**src/rtl/cl_div_seq_if.sv**
```systemverilog
// cl_div_seq_if: handshake and operand/result bundle for the carry-less divider.
//   master: issues start/cancel and operands, observes busy/valid and results.
//   slave:  the divider side.
// Signals: start, cancel, dividend, divisor (to divider);
//          busy, valid, quotient, remainder, div_zero (from divider).
interface cl_div_seq_if #(
  parameter int unsigned DATA_WIDTH = 32
) ();
  logic                  start;
  logic                  cancel;
  logic [DATA_WIDTH-1:0] dividend;
  logic [DATA_WIDTH-1:0] divisor;
  logic                  busy;
  logic                  valid;
  logic [DATA_WIDTH-1:0] quotient;
  logic [DATA_WIDTH-1:0] remainder;
  logic                  div_zero;

  modport master (
    output start, cancel, dividend, divisor,
    input  busy, valid, quotient, remainder, div_zero
  );

  modport slave (
    input  start, cancel, dividend, divisor,
    output busy, valid, quotient, remainder, div_zero
  );
endinterface

```
**src/rtl/cl_div_seq.sv**
```systemverilog
// cl_div_seq: bit-serial GF(2)[x] polynomial divider, one quotient bit per cycle, MSB first.
// dividend = clmul(quotient, divisor) ^ remainder, deg(remainder) < deg(divisor).
// Ports:
//   clk  - clock, rising edge
//   rst  - asynchronous active-high reset
//   bus  - cl_div_seq_if.slave: start/cancel/dividend/divisor in,
//          busy/valid/quotient/remainder/div_zero out
module cl_div_seq #(
  parameter int unsigned DATA_WIDTH = 32
) (
  input logic         clk,
  input logic         rst,
  cl_div_seq_if.slave bus
);
  localparam int unsigned CntW = $clog2(DATA_WIDTH);

  typedef enum logic [1:0] {StIdle, StCalc, StDone} state_e;

  state_e                state_q, state_d;
  logic [DATA_WIDTH-1:0] a_q, d_q, r_q, q_q, mask_q;
  logic [CntW-1:0]       cnt_q;
  logic [DATA_WIDTH-1:0] quotient_q, remainder_q;
  logic                  div_zero_q;

  logic [DATA_WIDTH-1:0] lead_mask;
  logic [DATA_WIDTH-1:0] r_shift, r_next, q_next;
  logic                  q_bit, accept, last, div_by_zero;

  // One-hot mask of the divisor's leading 1; highest set bit wins.
  always_comb begin
    lead_mask = '0;
    for (int unsigned i = 0; i < DATA_WIDTH; i++) begin
      if (bus.divisor[i]) begin
        lead_mask    = '0;
        lead_mask[i] = 1'b1;
      end
    end
  end

  assign div_by_zero = (bus.divisor == '0);
  assign accept      = bus.start && !bus.cancel && (state_q != StCalc);
  assign last        = (cnt_q == '0);

  // Shift the next dividend bit into R; subtract (XOR) D when R reaches deg(D).
  assign r_shift = (r_q << 1) | {{(DATA_WIDTH-1){1'b0}}, a_q[DATA_WIDTH-1]};
  assign q_bit   = |(r_shift & mask_q);
  assign r_next  = q_bit ? (r_shift ^ d_q) : r_shift;
  assign q_next  = (q_q << 1) | {{(DATA_WIDTH-1){1'b0}}, q_bit};

  always_ff @(posedge clk or posedge rst) begin
    if (rst) state_q <= StIdle;
    else     state_q <= state_d;
  end

  always_comb begin
    state_d = state_q;
    unique case (state_q)
      StIdle: begin
        if (accept) state_d = div_by_zero ? StDone : StCalc;
      end
      StCalc: begin
        if (bus.cancel) state_d = StIdle;
        else if (last)  state_d = StDone;
      end
      StDone: begin
        if (accept) state_d = div_by_zero ? StDone : StCalc;
        else        state_d = StIdle;
      end
      default: state_d = StIdle;
    endcase
  end

  always_ff @(posedge clk or posedge rst) begin
    if (rst) begin
      a_q         <= '0;
      d_q         <= '0;
      r_q         <= '0;
      q_q         <= '0;
      mask_q      <= '0;
      cnt_q       <= '0;
      quotient_q  <= '0;
      remainder_q <= '0;
      div_zero_q  <= 1'b0;
    end else if (accept) begin
      a_q    <= bus.dividend;
      d_q    <= bus.divisor;
      r_q    <= '0;
      q_q    <= '0;
      mask_q <= lead_mask;
      cnt_q  <= CntW'(DATA_WIDTH - 1);
      // Zero divisor completes on the capture edge itself.
      if (div_by_zero) begin
        quotient_q  <= '1;
        remainder_q <= bus.dividend;
        div_zero_q  <= 1'b1;
      end
    end else if ((state_q == StCalc) && !bus.cancel) begin
      a_q   <= a_q << 1;
      r_q   <= r_next;
      q_q   <= q_next;
      cnt_q <= cnt_q - CntW'(1);
      if (last) begin
        quotient_q  <= q_next;
        remainder_q <= r_next;
        div_zero_q  <= 1'b0;
      end
    end
  end

  assign bus.busy      = (state_q == StCalc);
  assign bus.valid     = (state_q == StDone);
  assign bus.quotient  = quotient_q;
  assign bus.remainder = remainder_q;
  assign bus.div_zero  = div_zero_q;
endmodule

```
**src/flat_wrapper.sv**
```systemverilog
// flat-port wrapper written by rule: the top's interface ports become plain ports
module cl_div_seq_flat 
#(
  parameter int unsigned DATA_WIDTH = 32
)
  (clk, rst, bus_start, bus_cancel, bus_dividend, bus_divisor, bus_busy, bus_valid, bus_quotient, bus_remainder, bus_div_zero);
  cl_div_seq_if #(.DATA_WIDTH(DATA_WIDTH)) bus_i ();
  input logic clk;
  input logic rst;
  input wire logic [$bits(bus_i.start)-1:0] bus_start;
  input wire logic [$bits(bus_i.cancel)-1:0] bus_cancel;
  input wire logic [$bits(bus_i.dividend)-1:0] bus_dividend;
  input wire logic [$bits(bus_i.divisor)-1:0] bus_divisor;
  output wire logic [$bits(bus_i.busy)-1:0] bus_busy;
  output wire logic [$bits(bus_i.valid)-1:0] bus_valid;
  output wire logic [$bits(bus_i.quotient)-1:0] bus_quotient;
  output wire logic [$bits(bus_i.remainder)-1:0] bus_remainder;
  output wire logic [$bits(bus_i.div_zero)-1:0] bus_div_zero;
  assign bus_i.start = bus_start;
  assign bus_i.cancel = bus_cancel;
  assign bus_i.dividend = bus_dividend;
  assign bus_i.divisor = bus_divisor;
  assign bus_busy = bus_i.busy;
  assign bus_valid = bus_i.valid;
  assign bus_quotient = bus_i.quotient;
  assign bus_remainder = bus_i.remainder;
  assign bus_div_zero = bus_i.div_zero;
  cl_div_seq #(.DATA_WIDTH(DATA_WIDTH)) u_core (.clk(clk), .rst(rst), .bus(bus_i));
endmodule
```
**config.mk**
```make
export PLATFORM = sky130hd
export DESIGN_NAME = cl_div_seq_flat
export DESIGN_NICKNAME = d
export VERILOG_FILES = /design/src/rtl/cl_div_seq_if.sv /design/src/rtl/cl_div_seq.sv /design/src/flat_wrapper.sv
export SDC_FILE = /design/constraint.sdc
export NUM_CORES = 1
export LEC_CHECK = 0
export BUFFER_PORTS_ARGS = -buffer_cell sky130_fd_sc_hd__buf_2
export CAP_MARGIN = 10
export CORE_UTILIZATION = 55
export DETAILED_ROUTE_END_ITERATION = 7
export PLACE_DENSITY = 0.77
export SETUP_SLACK_MARGIN = 0.1
export SYNTH_ARGS = -nofsm -noshare
export SYNTH_HDL_FRONTEND = slang
export SYNTH_SLANG_ARGS = --single-unit
```
**constraint.sdc**
```tcl
create_clock -name clk -period 8.6 [get_ports clk]
set_input_delay 1.72 -clock clk [delete_from_list [all_inputs] [get_ports clk]]
set_output_delay 1.72 -clock clk [all_outputs]
set_load 0.01 [all_outputs]
```
==> results of run 1 <==
logic make-up (layout without fill, tap and decap cells):
group           Yosys count  count (layout)  synth area share [%]
mux                       2               2                 0.212
simple gates            475             475                  19.6
fa+ha+maj                 3               3                 0.375
compound gates          219             219                  15.9
buf+inv                  90             194                  3.80
flops                   229             229                  57.2
xor+xnor                 33              33                  2.89
other cells               0               1                     0
metrics by stage:
step                      std cells  hold slack, ns  worst slack (ns)  area, sq um  utilization, %
final                          1381           0.472              4.45        11500            65.4
after global routing           1380           0.492              4.17        11500            65.4
after detailed placement       1343           0.457              3.95        10800            61.4
after CTS                      1380           0.471              4.45        11500            65.4
after global placement         1343           0.451              4.05        10800            61.4
after floorplan                1051           0.439             0.604        10000               -
placed cells by master (no fill, tap or decap), types with 4 or more instances in the layout:
cell type / instances
a221oi_1: 4
a22oi_1: 7
a21oi_1: 4
dfrtp_1: 229
clkbuf_1: 5
nand2_1: 325
nor3_1: 8
nor4_1: 5
o21ai_0: 39
clkbuf_8: 4
a21boi_0: 30
a22o_1: 19
nor2_1: 77
nor2b_1: 4
o31ai_1: 30
buf_4: 8
inv_1: 13
nand3_1: 35
xnor2_1: 30
a31oi_1: 30
a32o_1: 12
o21ai_1: 5
o221ai_1: 31
buf_2: 134
clkbuf_16: 25
per-layer routing:
layer  GRT usage (%)  up-vias  wire length, um
li1                -     3793                -
met1            39.2     3969            11000
met2            41.4      263            11100
met3            4.07       58             1570
met4            9.16        0              676
met5               0        -                0
flip-flops by register name (all words and copies together) (netlist names):
name	cells
u_core.d_q	32
u_core.cnt_q	5
u_core.bus.div_zero	1
u_core.r_q	31
u_core.state_q	2
u_core.q_q	31
u_core.bus.remainder	32
u_core.a_q	32
u_core.mask_q	31
u_core.bus.quotient	32
worst paths after layout:
kind	from	end	slack (ns)	cells after the start
worst max-delay path	bus_start	u_core.bus.remainder[22]	4.45	7
worst min-delay path	u_core.d_q[0]	u_core.d_q[0]	0.47	2
worst max register to register	u_core.state_q[1]	u_core.bus.remainder[22]	5.12	7
worst min register to register	u_core.d_q[0]	u_core.d_q[0]	0.47	2
max in group asynchronous	rst	u_core.r_q[1]	5.53	3
min in group asynchronous	rst	u_core.q_q[5]	1.46	2
cell type report:
type	instances	share of cell area, %
clock inverters	3	0.131
clock buffers	34	6.09
repair buffers	142	6.37
inverters	15	0.556
well taps	225	2.45
multi-input cells	732	34.4
diodes	1	0.0218
flip-flops and latches	229	49.9
worst max-delay path, cell delays in order:
cell	delay, ns
buf_2	0.11
inv_1	0.18
or3_4	0.49
nor3_4	0.13
a21boi_4	0.81
buf_4	0.75
o221ai_1	0.23
where the power goes:
part	internal, uW	total, uW	switching, uW
logic	163	416	253
registers	1210	1350	139
clock network	558	956	398
total	1940	2720	790
==> reports/metrics.cfg, run 1 <==
[outcome]
status=complete, no violations

[pwr]
p_total_uw=2720
leakage_uw=0.00558
ir_worst_vdd_v=0.000161
p_per_area_nw_per_um2=237

[flow_run]
drv_cap=0

[drt]
first_pass_iters=6
drc=0
avgRoutedWirePerCell_um=17.6
drtIter0Drc=685
antenna_left=0
drt_wl_total_um=24300
viasPerCell=5.85
route.vias.total=8083

[hold_path]
hold_path.class=flop to flop

[synthesis]
ys_ff_latch=229
yosysSeqAreaShare_pct=57.2
netlist_instances=1051
yosys.cell_types.count=50
syn_area_sq_um=10000
yosys-top-cells-area=dfrtp_1 57%, nand2_1 12%, nor2_1 2.9%, o221ai_1 2.7%, xnor2_1 2.6%
synthTopCellsByCount=325 x nand2_1, 229 x dfrtp_1, 77 x nor2_1
yosysWarningCount=0
synthArstFlopShare_pct=100
synth_top_area_share_pct=57.2
syn-num-nets=1122
avgSynthCellArea_sq_um=9.53
synth-main-ff-cell=dfrtp_1
synth_edf_count=0
synthMostInstantiatedCell=nand2_1
yosysTopAreaCell=dfrtp_1

[die]
die_h_um=137
dieArea_sq_um=18800
pin_count=135
std_cell_rows=48
initial_core_util_pct=57.1
design.core.area_sq_um=17500
die_x_um=137

[timing]
finalHoldViolCount=0
tightest_slew_ns=1.20
setup_violations=0
fin_skew_ns=0.00672
drv_slew=0
post-route-period-util_pct=48.2
fmax_mhz=241
rsz0062_at_grt=no
final.min_clock_period_ns=4.15
slew_headroom_pct=19.8
finalSetupTns_ns=0

[critical_path]
worstSetupStartpointType=primary input
required_ns=8.95
path_class=primary input to flop
crit_arrival_ns=4.49
path_max_fanout=90
end_kind=flop

[final_layout]
multiInputGateArea_sq_um=3950
regArea_sq_um=5730
drive_above_1_share_pct=16.3
area_delta_synth_final_pct=14.6
fill_cells=1449
nNetsFinal=1215

[global_route]
grt_max_degree=148
grt_pass1_vias=7688
overflow=0
grt_pass1_wl_um=39300
antenna_found_initial=1
track_usage_pct=26.9

[clocking]
cts_setup_buffers=0
clk_latency_ns=0.50
holdBufCountCts=0
cts_inserted_buffers=24
cts_root_buf=clkbuf_16
clockBufferDepth=3
clkTransAtPathRegs_ns=0.06
cts_resized=0
htreeDepth=1
cts_tree=built
cts.sinks=229

[place]
io_buffers=134
routabilityCongestion=0.837
hpwl_um=15700

Power figures use the tool's default switching activity.
==> run 2: changes to the inputs <==
Settings changed: CORE_UTILIZATION 55 to 52, PLACE_DENSITY 0.77 to 0.76.
Clock period 8.6 ns to 3.7 ns, I/O delays scaled along.
==> run 2 against run 1 <==
Effect of this change: combinational power up 140%; sequential power up 130%; clock power up 140%; critical path depth unchanged; via count down 0.31%; utilization down 3.5 points; hold slack worse by 0.054 ns; sequential share of layout area down 0.60 points; register-to-register slack worse by 4.2 ns; die area up 5.7%; cell count up 1.4%; clock skew up 0.0038 ns; largest power group unchanged.
==> reports/metrics.cfg, run 2 (synthesis gave the netlist of run 1 again) <==
[clocking]
clockBufferDepth=3  ; unchanged
htreeDepth=1  ; unchanged
clk_latency_ns=0.51  ; about the same
cts_tree=built
clkTransAtPathRegs_ns=0.06  ; about the same
cts_root_buf=clkbuf_16
holdBufCountCts=0  ; unchanged
cts_resized=0  ; unchanged
cts.sinks=229  ; unchanged
cts_inserted_buffers=24  ; unchanged
cts_setup_buffers=0  ; unchanged

[critical_path]
rr_endpoint=u_core.bus.quotient[0]
worstSetupStartpointType=flop
rrSetupSlack_ns=0.89  ; -4.23 ns
path_class=flop to flop
path_max_fanout=88  ; -2.2%
required_ns=4.06  ; -4.89 ns
crit_arrival_ns=3.18  ; -1.31 ns
reg2reg_depth=7  ; unchanged
end_kind=flop
r2r_start=u_core.state_q[1]

[global_route]
grt_max_degree=117  ; -21%
track_usage_pct=25.5  ; -1.4 points
grt_pass1_vias=7697  ; +0.12%
antenna_found_initial=2  ; +1
overflow=0  ; unchanged
grt_pass1_wl_um=40300  ; +2.3%

[hold_path]
hold_path.class=primary input to async pin

[pwr]
leakage_uw=0.00562  ; +0.75%
p_per_area_nw_per_um2=551  ; +130%
ir_worst_vdd_v=0.000294  ; +82%

[outcome]
status=complete, no violations

[timing]
tightest_slew_ns=0.790  ; -0.410 ns
drv_slew=0  ; unchanged
finalHoldViolCount=0  ; unchanged
slew_headroom_pct=47.3  ; +28 points
final.min_clock_period_ns=2.81
fmax_mhz=356
timing.hold.ws_ns=0.417  ; -0.0543 ns
post-route-period-util_pct=76.0
rsz0062_at_grt=no
setup_violations=0  ; unchanged
fin_skew_ns=0.0105  ; +0.00377 ns

[final_layout]
nNetsFinal=1223  ; +0.66%
layout_common_cells=325 x nand2_1, 229 x dfrtp_1, 134 x buf_2, 77 x nor2_1, 39 x o21ai_0
final_common_cell=nand2_1
area_delta_synth_final_pct=16.0
final_cells=1401  ; +1.4%
drive_above_1_share_pct=17.0  ; +0.72 points
fill_cells=1550  ; +7.0%

[drt]
antenna_left=0  ; unchanged
avgRoutedWirePerCell_um=17.5  ; -0.62%
route.vias.total=8058  ; -0.31%
viasPerCell=5.75  ; -1.7%
first_pass_iters=7  ; +1
drtIter0Drc=705  ; +2.9%
drc=0  ; unchanged
drt_wl_total_um=24500  ; +0.82%

[place]
io_buffers=134  ; unchanged
routabilityCongestion=0.855  ; +2.1%
hpwl_um=16300  ; +4.4%
place_inst=1360  ; +1.3%

[die]
pin_count=135  ; unchanged
die_x_um=141  ; +2.8%
die_h_um=141  ; +2.8%
std_cell_rows=50  ; +4.2%
design.core.area_sq_um=18800  ; +7.0%
initial_core_util_pct=53.4  ; -3.7 points
dieArea_sq_um=19800  ; +5.7%

[flow_run]
drv_cap=0  ; unchanged

## run 2: changes by cell type in the layout (fill, tap and decap cells not counted), sizes merged
cell / delta
clkbuf: +1
clkinvlp: +4
clkinv: -2
diode: +1
inv: -1
buf: +8
## run 2: how the worst max path moves through the flow
stage                     slack (ns)                  endpoint              start  cells after the start
after floorplan                -0.03             u_core.a_q[0]                rst                      1
final                           0.89    u_core.bus.quotient[0]  u_core.state_q[1]                      7
after global routing            0.76   u_core.bus.quotient[21]  u_core.state_q[1]                      7
after global placement          0.54       u_core.bus.div_zero    bus_divisor[12]                      7
after CTS                       0.90  u_core.bus.remainder[29]  u_core.state_q[1]                      7
after detailed placement        0.48  u_core.bus.remainder[29]    bus_divisor[13]                      8
## run 2: layout make-up
cell class / instances / area (sq um) / area share (%)
inverters: 15 / 60.1 / 0.517
clock buffers: 35 / 713 / 6.14
diodes: 2 / 5.00 / 0.0431
clock inverters: 4 / 27.5 / 0.237
multi-input cells: 732 / 3950 / 34.0
repair buffers: 150 / 841 / 7.24
flip-flops and latches: 229 / 5730 / 49.3
well taps: 234 / 293 / 2.52
## run 2: worst max-delay path: stages, from the launching register on
cell,delay [ns]
dfrtp_1,0.37
nand2b_1,0.32
a21o_4,0.43
nor4_1,0.70
a21boi_4,0.11
buf_4,0.38
nor3_1,0.25
a21oi_1,0.06
## run 2: report_power, final
group | leakage (uW) | total [uW] | switching, uW | internal [uW]
registers | 0.00300 | 3130 | 312 | 2820
clock network | 0.000354 | 2270 | 948 | 1330
logic | 0.00226 | 992 | 598 | 394
## run 2: through the flow
stage          setup WS (ns)  power, uW  setup TNS [ns]  utilization [%]  instance area (sq um)
2_1_floorplan        -0.0340       3770           -7.78                -                  10000
3_3_place_gp           0.545       4120               0             57.9                  10900
3_5_place_dp           0.484       4160               0             57.9                  10900
4_1_cts                0.902       6430               0             61.9                  11600
5_1_grt                0.755       6690               0             61.9                  11600
6_report               0.888       6400               0             61.9                  11600
## run 2: metal layers
layer / up-vias / global-route usage [%] / routed length [um] / part of all wire (%)
li1: 3819 / - / - / -
met1: 3948 / 37.4 / 11400 / 46
met2: 240 / 39.7 / 11300 / 46
met3: 49 / 3.80 / 1310 / 5.3
met4: 2 / 6.98 / 559 / 2.3
met5: - / 0 / 8 / 0.033
==> run 3: changes to the inputs <==
Settings changed: CORE_UTILIZATION 52 to 55, PLACE_DENSITY 0.76 to 0.77.
Clock period 3.7 ns to 2.9 ns, I/O delays scaled along.
==> run 3 against run 2 <==
Effect of this change: clock-buffer cell count up 1; hold slack worse by 0.24 ns; critical path depth is 1 higher; largest cell class unchanged.
==> reports/metrics.cfg, run 3 (synthesis gave the netlist of run 1 again) <==
[outcome]
status=complete, no violations

[critical_path]
rrSetupSlack_ns=0.37  ; -0.52 ns
slowest_stage=or3_4
path_buf_inv=2  ; +1
worstSetupStartpointType=flop
path_class=flop to flop
path_max_fanout=102  ; +16%
cp_top_family=simple AND/OR/NAND/NOR gates
critical_path.max_stage_delay_ns=0.50  ; -0.20 ns
crit_arrival_ns=2.90  ; -0.28 ns
crit_chain=nand2b_1 > inv_2 > or3_4 > nor3_4 > a21boi_4 > buf_12 > nand2_1 > o221ai_1
end_kind=flop
required_ns=3.27  ; -0.79 ns

[final_layout]
layout_common_cells=325 x nand2_1, 229 x dfrtp_1, 134 x buf_2, 77 x nor2_1, 39 x o21ai_0
nNetsFinal=1233  ; +0.82%
drive_above_1_share_pct=17.6  ; +0.64 points
fill_cells=1432  ; -7.6%
final_common_cell=nand2_1
post-route-util_pct=67.0  ; +5.1 points
multiInputGateArea_sq_um=3950  ; unchanged
area_delta_synth_final_pct=17.3
regArea_sq_um=5730  ; unchanged

[drt]
antenna_left=0  ; unchanged
route.vias.total=8163  ; +1.3%
drtIter0Drc=828  ; +17%
viasPerCell=5.83  ; +1.4%
first_pass_iters=5  ; -2
drc=0  ; unchanged
avgRoutedWirePerCell_um=17.8  ; +1.7%
drt_wl_total_um=24900  ; +1.6%

[clocking]
clkTransAtPathRegs_ns=0.06  ; about the same
clockBufferDepth=3  ; unchanged
cts.sinks=229  ; unchanged
cts_inserted_buffers=24  ; unchanged
htreeDepth=1  ; unchanged
cts_setup_buffers=0  ; unchanged
cts_tree=built
clk_latency_ns=0.51  ; about the same
cts_root_buf=clkbuf_16
cts_resized=0  ; unchanged
holdBufCountCts=0  ; unchanged

[global_route]
grt_pass1_wl_um=40000  ; -0.69%
track_usage_pct=27.2  ; +1.7 points
overflow=0  ; unchanged
grt_pass1_vias=7593  ; -1.4%
grt_max_degree=121  ; +3.4%
antenna_found_initial=1  ; -1

[place]
hpwl_um=16500  ; +0.87%
io_buffers=134  ; unchanged
routabilityCongestion=0.848  ; -0.77%

[timing]
drv_slew=0  ; unchanged
rsz0062_at_grt=no
slew_headroom_pct=48.3  ; +0.98 points
finalHoldViolCount=0  ; unchanged
tightest_slew_ns=0.764  ; -0.0254 ns
fin_skew_ns=0.0111  ; +0.000559 ns
setup_violations=0  ; unchanged
timing.hold.ws_ns=0.181  ; -0.236 ns
post-route-period-util_pct=87.2  ; +11 points
final.min_clock_period_ns=2.53  ; -0.283 ns
finalSetupTns_ns=0  ; unchanged
fmax_mhz=395  ; +11%

[die]
initial_core_util_pct=57.1  ; +3.7 points
pin_count=135  ; unchanged
std_cell_rows=48  ; -4.0%
die_x_um=137  ; -2.7%
design.core.area_sq_um=17500  ; -6.6%
dieArea_sq_um=18800  ; -5.4%
die_h_um=137  ; -2.7%

[pwr]
leakage_uw=0.00571  ; +1.6%
p_per_area_nw_per_um2=698  ; +27%
ir_worst_vdd_v=0.000478  ; +63%

[flow_run]
drv_cap=0  ; unchanged

[hold_path]
hold_path.class=primary input to async pin

==> run 3: changes by cell type in the layout (fill, tap and decap cells not counted) <==
cell	before	now
diode_2	2	1
clkinv_2	1	2
clkbuf_8	5	6
buf_12	4	10
buf_4	12	16
clkinvlp_4	4	1
==> run 3: where the power goes <==
group          internal [uW]  leakage [uW]  switching, uW
Clock                   1710      0.000365           1200
Combinational            520       0.00234            765
Sequential              3600       0.00300            405
==> run 3: routing by layer <==
metal	track usage [%]	wire length, um
met1	41.0	11200
met2	41.0	11500
met3	4.19	1710
met4	7.51	515
met5	0	0
==> run 3: layout make-up <==
class,instances,area share [%]
multi-input combinational,732,33.6
clock buffer,36,6.19
clock inverter,2,0.0852
tap,225,2.40
sequential,229,48.8
antenna,1,0.0213
timing repair buffer,160,8.43
inverter,15,0.511
==> run 3: path summary, 6_finish.rpt <==
check                                  startpoint                       end  cells after the start
worst max-delay path            u_core.state_q[0]  u_core.bus.remainder[16]                      8
worst min register to register     u_core.d_q[21]            u_core.d_q[21]                      2
worst max register to register  u_core.state_q[0]  u_core.bus.remainder[16]                      8
max in group asynchronous                     rst   u_core.bus.quotient[25]                      3
worst min-delay path                          rst             u_core.q_q[5]                      2
min in group clk                  bus_dividend[0]             u_core.a_q[0]                      3
==> run 3: per-stage QoR <==
step	setup WS (ns)	cells	total power (uW)	cell area [sq um]
2_1_floorplan	-0.674	1051	4810	10000
3_3_place_gp	0.418	1361	5280	11000
3_5_place_dp	0.350	1361	5330	11000
4_1_cts	0.421	1399	8240	11700
5_1_grt	0.216	1400	8580	11700
6_report	0.371	1400	8200	11700
